**config.mk**
```make
export PLATFORM = sky130hd
export DESIGN_NAME = stream_buffer
export DESIGN_NICKNAME = d
export VERILOG_FILES = /design/src/rtl/stream_buffer_pkg.sv /design/src/rtl/stream_buffer_mem.sv /design/src/rtl/stream_buffer.sv
export SDC_FILE = /design/constraint.sdc
export NUM_CORES = 1
export LEC_CHECK = 0
export BUFFER_PORTS_ARGS = -buffer_cell sky130_fd_sc_hd__buf_2
export CORE_ASPECT_RATIO = 0.8
export CORE_MARGIN = 2
export CORE_UTILIZATION = 45
export CTS_CLUSTER_SIZE = 14
export DETAILED_ROUTE_END_ITERATION = 8
export PLACE_DENSITY = 0.75
export REMOVE_ABC_BUFFERS = 1
export SLEW_MARGIN = 20
export SYNTH_ARGS = -nofsm -noshare
export SYNTH_HDL_FRONTEND = slang
export SYNTH_SLANG_ARGS = --single-unit
export TNS_END_PERCENT = 20
```
**constraint.sdc**
```tcl
create_clock -name clk -period 6.4 [get_ports clk]
set_input_delay 0 -clock clk [delete_from_list [all_inputs] [get_ports clk]]
set_output_delay 0 -clock clk [all_outputs]
set_load 0.005 [all_outputs]
```
**src/rtl/stream_buffer_pkg.sv**
```systemverilog
// stream_buffer_pkg: shared defaults and sizing helper for the stream buffer.
//   DEFAULT_DATA_W / DEFAULT_DEPTH : default word width and capacity
//   count_w(depth)                 : width needed to hold 0..depth inclusive
package stream_buffer_pkg;

  localparam int DEFAULT_DATA_W = 8;
  localparam int DEFAULT_DEPTH  = 4;

  function automatic int count_w(input int depth);
    return $clog2(depth) + 1;
  endfunction

endpackage

```
**src/rtl/stream_buffer_mem.sv**
```systemverilog
// stream_buffer_mem: DEPTH x DATA_W register array, one synchronous write
// port and one asynchronous read port. Contents are not reset.
//   clk     : write clock
//   wr_en   : write strobe
//   wr_addr : write address
//   wr_data : write word
//   rd_addr : read address
//   rd_data : word stored at rd_addr
module stream_buffer_mem
  import stream_buffer_pkg::*;
#(
  parameter int DATA_W = DEFAULT_DATA_W,
  parameter int DEPTH  = DEFAULT_DEPTH,
  localparam int AW    = $clog2(DEPTH)
) (
  input  logic              clk,
  input  logic              wr_en,
  input  logic [AW-1:0]     wr_addr,
  input  logic [DATA_W-1:0] wr_data,
  input  logic [AW-1:0]     rd_addr,
  output logic [DATA_W-1:0] rd_data
);

  logic [DATA_W-1:0] mem [DEPTH];

  always_ff @(posedge clk) begin
    if (wr_en) mem[wr_addr] <= wr_data;
  end

  assign rd_data = mem[rd_addr];

endmodule

```
**src/rtl/stream_buffer.sv**
```systemverilog
// stream_buffer: ready/valid FIFO with registered output word.
//   clk, rst  : clock, synchronous active-high reset
//   flush     : discard all stored words
//   in_valid / in_data / in_ready    : upstream handshake
//   out_valid / out_data / out_ready : downstream handshake
//   count     : words held (including the presented one)
//   full, empty : count==DEPTH / count==0
module stream_buffer
  import stream_buffer_pkg::*;
#(
  parameter int DATA_W = DEFAULT_DATA_W,
  parameter int DEPTH  = DEFAULT_DEPTH
) (
  input  logic                       clk,
  input  logic                       rst,
  input  logic                       flush,
  input  logic                       in_valid,
  input  logic [DATA_W-1:0]          in_data,
  output logic                       in_ready,
  output logic                       out_valid,
  output logic [DATA_W-1:0]          out_data,
  input  logic                       out_ready,
  output logic [count_w(DEPTH)-1:0]  count,
  output logic                       full,
  output logic                       empty
);

  localparam int AW = $clog2(DEPTH);
  localparam int CW = count_w(DEPTH);

  logic [AW-1:0]     wr_ptr, rd_ptr, rd_next;
  logic              push, pop;
  logic [CW-1:0]     count_next;
  logic [DATA_W-1:0] mem_rd_data;

  assign full       = (count == CW'(DEPTH));
  assign empty      = (count == '0);
  assign in_ready   = !full;
  assign push       = in_valid && in_ready;
  assign pop        = out_valid && out_ready;
  assign rd_next    = rd_ptr + AW'(1);
  assign count_next = count + CW'(push) - CW'(pop);

  // The head word is always also in the array; the read port looks one
  // entry ahead so the next head is ready to load when the current pops.
  stream_buffer_mem #(
    .DATA_W (DATA_W),
    .DEPTH  (DEPTH)
  ) u_mem (
    .clk     (clk),
    .wr_en   (push && !rst && !flush),
    .wr_addr (wr_ptr),
    .wr_data (in_data),
    .rd_addr (rd_next),
    .rd_data (mem_rd_data)
  );

  always_ff @(posedge clk) begin
    if (rst) begin
      wr_ptr    <= '0;
      rd_ptr    <= '0;
      count     <= '0;
      out_valid <= 1'b0;
      out_data  <= '0;
    end else if (flush) begin
      wr_ptr    <= '0;
      rd_ptr    <= '0;
      count     <= '0;
      out_valid <= 1'b0;
    end else begin
      if (push) wr_ptr <= wr_ptr + AW'(1);
      if (pop)  rd_ptr <= rd_next;
      count     <= count_next;
      out_valid <= (count_next != '0);
      // Next head: from the array if a second word is stored, otherwise the
      // incoming word bypasses straight into the output register.
      if (pop && (count > CW'(1)))
        out_data <= mem_rd_data;
      else if (push && (empty || pop))
        out_data <= in_data;
    end
  end

`ifndef SYNTHESIS
  logic              stall_q;
  logic [DATA_W-1:0] data_q;

  always_ff @(posedge clk) begin
    stall_q <= !rst && out_valid && !out_ready;
    data_q  <= out_data;
    if (!rst) begin
      assert (!(push && full));
      assert (!(pop && empty));
      assert (count <= CW'(DEPTH));
      if (stall_q) assert (out_data == data_q);
    end
  end
`endif

endmodule
```
==> results of run 1 <==
[routing by layer]
metal	vias up	routed length, microns
met5	-	0
li1	624	-
met3	4	332
met1	637	1828
met2	39	1942
met4	0	48
[worst min path at each step]
stage                                 end  depth (start not counted)  slack [ns]       start
after floorplan               out_data[0]                          1        0.07         rst
after global placement    u_mem.mem[0][6]                          1        0.23  in_data[6]
after detailed placement  u_mem.mem[1][0]                          1        0.26  in_data[0]
after CTS                     out_data[4]                          2        0.03         rst
after global routing          out_data[7]                          2        0.05         rst
final                         out_data[4]                          2        0.04         rst
[sequential cells by signal, summed over array words and instances (netlist names)]
| signal | flops |
|---|---|
| count | 3 |
| rd_ptr | 2 |
| u_mem.mem | 32 |
| out_data | 8 |
| out_valid | 1 |
| wr_ptr | 2 |
[cells in the final DEF, fill, tap and decap left out]
cell type	n
a211oi_1	1
a21bo_2	1
a21oi_1	1
a221oi_2	7
a22oi_1	7
and2_0	1
and2_1	4
and2_4	1
and3_1	4
and3b_1	1
buf_2	27
bufinv_16	1
clkbuf_8	5
clkinv_4	2
dfxtp_1	16
dlygate4sd3_1	8
edfxtp_1	32
fa_1	1
ha_1	8
inv_1	14
inv_2	1
mux2i_1	1
mux4_2	8
nand2_1	4
nand3_4	1
nand4_1	7
nand4b_4	1
nor2_1	5
nor2b_1	1
nor3_1	2
o211a_1	1
o21ai_2	1
or2_2	1
or3b_1	2
xnor2_1	3
xor2_1	1
[power by group through the flow]
stage / Sequential, uW / Clock (uW) / Combinational [uW]
finish: 345 / 224 / 64.3
floorplan: 352 / 0 / 36.2
global route: 346 / 243 / 71.5
global placement: 351 / 0 / 58.1
CTS: 345 / 229 / 64.6
detailed placement: 352 / 0 / 60.8
[cell type report]
class	instances	share of cell area [%]
sequential	48	50.82
multi-input combinational	76	30.82
timing repair buffer	35	8.536
tap	60	2.978
clock buffer	5	2.730
inverter	15	2.233
clock inverter	3	1.886
[worst max-delay path, stage by stage, from the launching register on]
cell and delay [ns]:
dfxtp_1 0.38, or3b_1 0.43, and2_1 0.26, inv_2 0.09, ha_1 0.22, inv_1 0.06
ha_1 0.16, fa_1 0.43, nor3_1 0.23, nor2_1 0.07
[per-stage QoR]
stage               total power (uW)  area, sq um
detailed placement             413.2         2325
floorplan                      388.1         2115
CTS                            639.2         2521
finish                         633.1         2521
global placement               409.4         2325
global route                   660.7         2521
[logic make-up (layout without fill, tap and decap cells)]
logic type      Yosys count  in the layout
flops                    48             48
simple gates             35             35
buf+inv                  23             58
compound gates           19             19
fa+ha+maj                 9              9
mux                       9              9
xor+xnor                  4              4
==> flow_metrics.env, run 1 <==
export IMPL_power_net_switching_uw=147.6
export IMPL_start_kind="register"
export IMPL_busiest_layer="met2"
export IMPL_multi_input_area_sq_um=777.0
export IMPL_grt_max_degree=17
export IMPL_clk_latency_ns=0.31
export IMPL_die_area_sq_um=5396
export IMPL_dr_total_vias=1304
export IMPL_hold_class="in -> reg"
export IMPL_use_met1_pct=23.83
export IMPL_synth_compound_area_share_pct=9.170
export IMPL_syn_mean_instance_area_sq_um=14.76
export IMPL_grt_pass1_wl_microns=6686
export IMPL_rows=22
export IMPL_syn_area_sq_um=2170
export IMPL_outcome="finished, final reports clean"
export IMPL_drive_above_1_share_pct=31.32
export IMPL_portBuffers=27
export IMPL_clkPwrFrac_pct=35.4
export IMPL_syn_inst=147
export IMPL_synth_cell_types=34
export IMPL_yosysMostFrequentCell="edfxtp_1"
export IMPL_finClkSkew_ns=0.01009
export IMPL_fmax_ghz=0.4086
export IMPL_synth_fa_ha_area_share_pct=5.536
export IMPL_whs_ns=0.03877
export IMPL_coreArea_sq_um=4624
export IMPL_yosysTopAreaCell="edfxtp_1"
export IMPL_io_pins=28
export IMPL_place_ws_ns=3.978
export IMPL_r2r_end="out_valid"
export IMPL_grt_pass1_vias=1301
export IMPL_cts_resized=0
export IMPL_synthSimpleGateAreaFrac_pct=10.73
export IMPL_yosys_top_cells_count="edfxtp_1 (32), dfxtp_1 (16), inv_1 (14)"
export IMPL_num_antenna_cells=0
export IMPL_synth_xor_area_share_pct=1.615
export IMPL_ant_nets=0
export IMPL_syn_to_final_growth_pct=16.21
export IMPL_synth_area_leaders="edfxtp_1 (44%), dfxtp_1 (15%), mux4_2 (8.3%)"
export IMPL_cap_viol_max_count=0
export IMPL_synthMuxAreaShare_pct=8.766
export IMPL_antenna_found_initial=0
export IMPL_netlist_area_leader_share_pct=44.29
export IMPL_cts_sinks=48
export IMPL_cp_startpoint="count[0]"
export IMPL_ys_seq_area_share_pct=59.05
export IMPL_wl_microns=4152
export IMPL_start_util_pct=46.92
export IMPL_synth_seq_cells=48
export IMPL_grt_overflow_total=0
export IMPL_power_density_nw_per_um2=251.1
export IMPL_gp_congestion=0.7739
export IMPL_grtUsageMet3_pct=6.557
export IMPL_finalSetupViolations=0
export IMPL_cts_setup_buffers=0
export IMPL_setup_worst_path_end="out_valid"
export IMPL_die_h_microns=66.11
export IMPL_r2r_setup_slack_ns=3.95
export IMPL_drc_errors=0
export IMPL_yosysWarnings=0
export IMPL_routedWlPerCell_microns=17.16
export IMPL_synth_ff_type="edfxtp_1"
export IMPL_p_int_uw=485.6
export IMPL_p_seq_share_pct=54.5
export IMPL_clockRootBuffer="clkbuf_8"
export IMPL_synth_edf_count=32
export IMPL_arrival_ns=2.65
export IMPL_cts_tree="yes"
export IMPL_nNetsFinal=203
export IMPL_placedCellCount=226
export IMPL_timing_final_ws_setup_ns=3.952
export IMPL_groute_usage_overall_pct=17.82
export IMPL_routed_via_density=5.388
export IMPL_clk_path_buf_depth=2
export IMPL_utilization_pct=54.52
export IMPL_regArea_sq_um=1281
export IMPL_rsz0062_at_grt="false"
export IMPL_critPathMaxFanout=7
export IMPL_ys_async_sr_fraction_pct=0
export IMPL_drtIter0Drc=87
export IMPL_cts_buffers=5
export IMPL_leakagePower_uw=0.0009472
export IMPL_vdd_drop_max_mv=0.1743
export IMPL_synth_top_family_by_area="simple AND/OR/NAND/NOR gates"
export IMPL_stdcell_count=242
export IMPL_reg2reg_from="count[0]"
export IMPL_fin_crit_sh_pct=38.24
export IMPL_cts_max_level=2
export IMPL_worstSetupPathType="reg -> reg"
export IMPL_use_met2_pct=27.05
export IMPL_tns_ns=0
export IMPL_required_ns=6.60
export IMPL_dp_hpwl_microns=3000
export IMPL_tightest_slew_ns=0.7547
export IMPL_finalHoldViolations=0
export IMPL_period_needed_ns=2.448
export IMPL_max_slew_margin_pct=49.66
export IMPL_pwr_share_comb_pct=10.1
export IMPL_swShare_pct=23.30
export IMPL_drv_slew=0
export IMPL_clk_pin_slew_ns=0.10
export IMPL_crit_path_end_kind="register"
export IMPL_die_w_microns=81.63
export IMPL_fill_cells=379
export IMPL_reg2reg_depth=9
export IMPL_cts_hold_buf=8
export IMPL_drtPass1Iterations=4
Note: power is estimated with default switching activity, not from simulation.
==> run 2, diff against run 1 <==
--- a/config.mk
+++ b/config.mk
@@ -11,7 +11,7 @@
 export CORE_UTILIZATION = 45
 export CTS_CLUSTER_SIZE = 14
 export DETAILED_ROUTE_END_ITERATION = 8
-export PLACE_DENSITY = 0.75
+export PLACE_DENSITY = 0.77
 export REMOVE_ABC_BUFFERS = 1
 export SLEW_MARGIN = 20
 export SYNTH_ARGS = -nofsm -noshare
==> constraint.sdc (replaced) <==
create_clock -name clk -period 2.2 [get_ports clk]
set_input_delay 0 -clock clk [delete_from_list [all_inputs] [get_ports clk]]
set_output_delay 0 -clock clk [all_outputs]
set_load 0.005 [all_outputs]
==> flow_metrics.env, run 2 (synthesis gave the netlist of run 1 again) <==
export IMPL_drv_slew=0
export IMPL_clk_latency_ns=0.30
export IMPL_syn_to_final_growth_pct=20.82
export IMPL_dr_total_vias=1372
export IMPL_worstSetupPathType="reg -> reg"
export IMPL_antenna_found_initial=0
export IMPL_arrival_ns=2.45
export IMPL_required_ns=2.44
export IMPL_hold_class="in -> reg"
export IMPL_cts_max_level=2
export IMPL_top_layer="met4"
export IMPL_power_net_switching_uw=436.0
export IMPL_mostFrequentLayoutCell="edfxtp_1"
export IMPL_drive_above_1_share_pct=39.79
export IMPL_leakagePower_uw=0.0009995
export IMPL_period_needed_ns=2.214
export IMPL_max_slew_margin_pct=59.29
export IMPL_cts_buffers=5
export IMPL_hold_depth=2
export IMPL_regArea_sq_um=1285
export IMPL_finalSetupViolations=1
export IMPL_r2r_setup_slack_ns=-0.01
export IMPL_fin_crit_sh_pct=100.6
export IMPL_grt_pass1_wl_microns=6575
export IMPL_r2r_end="count[2]"
export IMPL_reg2reg_from="count[1]"
export IMPL_largest_register="u_mem.mem"
export IMPL_pwr_share_comb_pct=12.4
export IMPL_clk_pin_slew_ns=0.09
export IMPL_groute_usage_overall_pct=17.09
export IMPL_cts_sinks=48
export IMPL_grt_pass1_vias=1355
export IMPL_fmax_ghz=0.4516
export IMPL_wl_met1_microns=1852
export IMPL_drtPass1Iterations=4
export IMPL_grt_max_degree=17
export IMPL_critPathMaxFanout=2
export IMPL_clockRootBuffer="clkbuf_8"
export IMPL_coreArea_sq_um=4624
export IMPL_portBuffers=27
export IMPL_whs_endpoint="out_data[7]"
export IMPL_cts_tree="yes"
export IMPL_swShare_pct=23.87
export IMPL_ant_nets=0
export IMPL_p_seq_share_pct=54.8
export IMPL_routed_wl_met2_microns=2203
export IMPL_top_regs="u_mem.mem (32), out_data (8), count (3)"
export IMPL_outcome="finished, violations left"
export IMPL_die_w_microns=81.63
export IMPL_tns_ns=-0.01416
export IMPL_vdd_drop_max_mv=0.5093
export IMPL_clkPwrFrac_pct=32.7
export IMPL_routedWlPerCell_microns=17.44
export IMPL_grt_overflow_total=0
export IMPL_routed_via_density=5.466
export IMPL_fill_cells=364
export IMPL_reg2reg_depth=9
export IMPL_finalHoldViolations=0
export IMPL_met3_length_microns=252
export IMPL_cap_viol_max_count=0
export IMPL_place_ws_ns=-0.01290
export IMPL_wl_microns=4377
export IMPL_timing_final_ws_setup_ns=-0.01416
export IMPL_worstHoldStart="rst"
export IMPL_clk_path_buf_depth=2
export IMPL_tightest_slew_ns=0.6098
export IMPL_gp_congestion=0.7295
export IMPL_start_kind="register"
export IMPL_die_area_sq_um=5396
export IMPL_nNetsFinal=212
export IMPL_largest_register_ff_count=32
export IMPL_start_util_pct=46.92
export IMPL_final_cell_mix="edfxtp_1 (32), buf_2 (27), inv_1 (13), dfxtp_1 (13), buf_4 (9)"
export IMPL_crit_path_end_kind="register"
export IMPL_dp_hpwl_microns=2948
export IMPL_finClkSkew_ns=0.01157
export IMPL_drc_errors=0
export IMPL_cp_startpoint="count[1]"
export IMPL_io_pins=28
export IMPL_violations="setup timing"
export IMPL_power_density_nw_per_um2=696.7
export IMPL_drtIter0Drc=89
export IMPL_num_antenna_cells=0
export IMPL_multi_input_area_sq_um=809.5
export IMPL_rows=22
export IMPL_p_int_uw=1390
export IMPL_die_h_microns=66.11
run 2: changes by cell type in the layout (fill, tap and decap cells not counted), moves of 2 or more:
cell / previous run / this run
clkinv_4: 2 / 0
dfxtp_1: 16 / 13
buf_4: 0 / 9
dfxtp_2: 0 / 3
ha_1: 8 / 6
run 2: how the worst max path moves through the flow:
stage / to / slack, ns / depth (start not counted)
after floorplan: out_valid / -0.02 / 9
after global routing: out_valid / -0.05 / 9
after CTS: out_valid / 0.01 / 9
final: count[2] / -0.01 / 9
after global placement: out_valid / 0.10 / 9
after detailed placement: out_valid / -0.01 / 9
run 2: what timing repair did:
| item | 4_1_cts | 5_1_grt |
|---|---|---|
| hold buffers | 8 | 0 |
| pin swaps | 1 | 5 |
| setup endpoints to repair | 1 | 2 |
| setup buffers | 0 | 3 |
| hold endpoints to repair | 32 | 0 |
| resized for setup | 1 | 10 |
run 2: metal layers:
metal  vias to the layer above  GRT usage (%)
li1                        638              -
met1                       676          20.29
met2                        50          30.53
met3                         8          4.781
met4                         0          4.375
met5                         -              0
run 2: power by group through the flow:
stage                     logic, uW  registers, uW  clock network, uW
after floorplan                 105           1020                  0
after global placement          184           1020                  0
after detailed placement        193           1020                  0
after CTS                       206           1000                601
after global routing            246           1000                648
final                           227           1000                598
run 2: through the flow:
stage / hold slack, ns / power [uW] / instance area, sq um / instances / utilization [%]
floorplan: 0.06625 / 1129 / 2115 / 139 / -
global placement: 0.2315 / 1204 / 2370 / 232 / 51.24
detailed placement: 0.2421 / 1215 / 2370 / 232 / 51.24
CTS: 0.04738 / 1808 / 2562 / 248 / 55.41
global route: 0.04321 / 1899 / 2621 / 251 / 56.68
finish: 0.05456 / 1826 / 2621 / 251 / 56.68
run 2: worst max-delay path: stages, from the launching register on:
cell and delay (ns):
dfxtp_2 0.34, or3b_4 0.40, and2_4 0.17, inv_4 0.06, ha_4 0.13, inv_2 0.03, ha_2 0.17, fa_1 0.43
xnor2_2 0.24, and2_1 0.19
run 2: area by class of cell:
type	instances	share of cell area (%)
multi-input cells	76	30.88
clock buffers	6	3.580
clock inverters	2	0.6205
repair buffers	44	10.79
well taps	60	2.864
flip-flops and latches	48	49.02
inverters	15	2.243
==> run 3, diff against run 2 <==
--- a/config.mk
+++ b/config.mk
@@ -13,7 +13,6 @@
 export DETAILED_ROUTE_END_ITERATION = 8
 export PLACE_DENSITY = 0.77
 export REMOVE_ABC_BUFFERS = 1
-export SLEW_MARGIN = 20
 export SYNTH_ARGS = -nofsm -noshare
 export SYNTH_HDL_FRONTEND = slang
 export SYNTH_SLANG_ARGS = --single-unit
==> constraint.sdc (replaced) <==
create_clock -name clk -period 2.2 [get_ports clk]
set_input_delay 0.44 -clock clk [delete_from_list [all_inputs] [get_ports clk]]
set_output_delay 0.44 -clock clk [all_outputs]
set_load 0.005 [all_outputs]
==> flow_metrics.env, run 3 (synthesis gave the netlist of run 1 again) <==
export IMPL_p_int_uw=1310
export IMPL_num_antenna_cells=0
export IMPL_final_cell_mix="edfxtp_1 (32), buf_2 (27), inv_1 (13), dfxtp_1 (13)"
export IMPL_cts_buffers=5
export IMPL_hold_class="in -> reg"
export IMPL_clockRootBuffer="clkbuf_8"
export IMPL_drtIter0Drc=136
export IMPL_tightest_slew_ns=0.6410
export IMPL_placedCellCount=232
export IMPL_rsz0062_at_grt="true"
export IMPL_critPathMaxFanout=2
export IMPL_start_util_pct=46.92
export IMPL_dr_total_vias=1352
export IMPL_top_regs="u_mem.mem (32), out_data (8), count (3)"
export IMPL_gp_congestion=0.7287
export IMPL_cp_startpoint="count[0]"
export IMPL_die_area_sq_um=5396
export IMPL_grt_max_degree=16
export IMPL_finClkSkew_ns=0.008362
export IMPL_grt_pass1_vias=1363
export IMPL_cp_cell_sequence="or3b_4, and2_4, inv_4, ha_4, inv_4, ha_4, fa_2, nor3_2, nor2_1"
export IMPL_drc_errors=0
export IMPL_grt_overflow_total=0
export IMPL_crit_path_end_kind="register"
export IMPL_drive_above_1_share_pct=41.21
export IMPL_mostFrequentLayoutCell="edfxtp_1"
export IMPL_top_layer="met4"
export IMPL_drtPass1Iterations=4
export IMPL_cts_max_level=2
export IMPL_reg2reg_from="count[0]"
export IMPL_io_pins=28
export IMPL_fill_cells=375
export IMPL_finalSetupViolations=0
export IMPL_rows=22
export IMPL_routed_wl_met2_microns=2166
export IMPL_critical_path_buf_inv_count=2
export IMPL_groute_usage_overall_pct=17.40
export IMPL_finalPower_uw=1735
export IMPL_routedWlPerCell_microns=17.96
export IMPL_ant_nets=0
export IMPL_clk_pin_slew_ns=0.09
export IMPL_cp_slowest_cell="fa_2"
export IMPL_vdd_drop_max_mv=0.4331
export IMPL_met3_length_microns=278
export IMPL_multi_input_area_sq_um=822.0
export IMPL_power_net_switching_uw=424.6
export IMPL_pwr_share_comb_pct=13.0
export IMPL_swShare_pct=24.48
export IMPL_clkPwrFrac_pct=29.3
export IMPL_outcome="finished, final reports clean"
export IMPL_leakagePower_uw=0.0009493
export IMPL_die_h_microns=66.11
export IMPL_worstSetupPathType="reg -> reg"
export IMPL_largest_register="u_mem.mem"
export IMPL_dp_hpwl_microns=2997
export IMPL_fmax_ghz=0.4615
export IMPL_portBuffers=27
export IMPL_wl_microns=4347
export IMPL_grt_pass1_wl_microns=6775
export IMPL_drv_slew=0
export IMPL_finalHoldViolations=0
export IMPL_regArea_sq_um=1285
export IMPL_utilization_pct=54.57
export IMPL_stdcell_count=242
export IMPL_antenna_found_initial=0
export IMPL_syn_to_final_growth_pct=16.32
export IMPL_coreArea_sq_um=4624
export IMPL_die_w_microns=81.63
export IMPL_largest_register_ff_count=32
export IMPL_max_slew_margin_pct=57.21
export IMPL_power_density_nw_per_um2=687.4
export IMPL_wl_met1_microns=1796
export IMPL_worstHoldStart="in_data[6]"
export IMPL_max_stage_delay_ns=0.45
export IMPL_clk_path_buf_depth=2
export IMPL_required_ns=2.40
export IMPL_routed_via_density=5.587
export IMPL_period_needed_ns=2.167
export IMPL_p_seq_share_pct=57.7
export IMPL_nNetsFinal=203
export IMPL_arrival_ns=2.36
export IMPL_fin_crit_sh_pct=98.50
export IMPL_cap_viol_max_count=0
export IMPL_cts_sinks=48
export IMPL_start_kind="register"
export IMPL_clk_latency_ns=0.30
export IMPL_cts_tree="yes"
export IMPL_critical_path_top_delay_family="simple AND/OR/NAND/NOR gates"
run 3: power groups by stage:
stage / Sequential (uW) / Clock (uW) / Combinational (uW)
floorplan: 1020 / 0 / 105
global placement: 1020 / 0 / 184
detailed placement: 1020 / 0 / 195
CTS: 1000 / 513 / 210
global route: 1000 / 555 / 246
finish: 1000 / 508 / 225
run 3: path summary, 6_finish.rpt:
check | end | depth (start not counted) | slack [ns]
worst min-delay path | u_mem.mem[2][6] | 1 | 0.37
worst max-delay path | out_valid | 9 | 0.03
worst max register to register | out_valid | 9 | 0.03
worst min register to register | out_data[7] | 2 | 0.46
run 3: per-stage QoR:
step                hold slack, ns   TNS (ns)  setup slack [ns]  cell area, sq um
global placement            0.4571          0            0.1034              2370
finish                      0.3700          0           0.03297              2524
global route                0.3681  -0.008281         -0.008281              2524
CTS                         0.3671          0         0.0001164              2489
floorplan                   0.4503   -0.02427          -0.02427              2115
detailed placement          0.4569          0          0.006699              2370
run 3: per-layer routing:
metal	global-route usage, %	vias to the layer above
met2	28.48	56
met4	7.083	0
met1	22.26	667
li1	-	619
met3	4.235	10
met5	0	-
run 3: cell type report:
type / instances / share of cell area, %
clock buffers: 6 / 2.876
multi-input cells: 76 / 32.57
repair buffers: 35 / 7.734
clock inverters: 2 / 0.4958
inverters: 15 / 2.429
flip-flops and latches: 48 / 50.92
well taps: 60 / 2.975
run 3: timing repair:
action                                  in CTS  in global routing
pin swaps                                    5                  7
endpoints found under the setup margin       1                  1
buffers inserted                             1                  1
hold buffers                                 0                  0
resized for setup                            9                  5
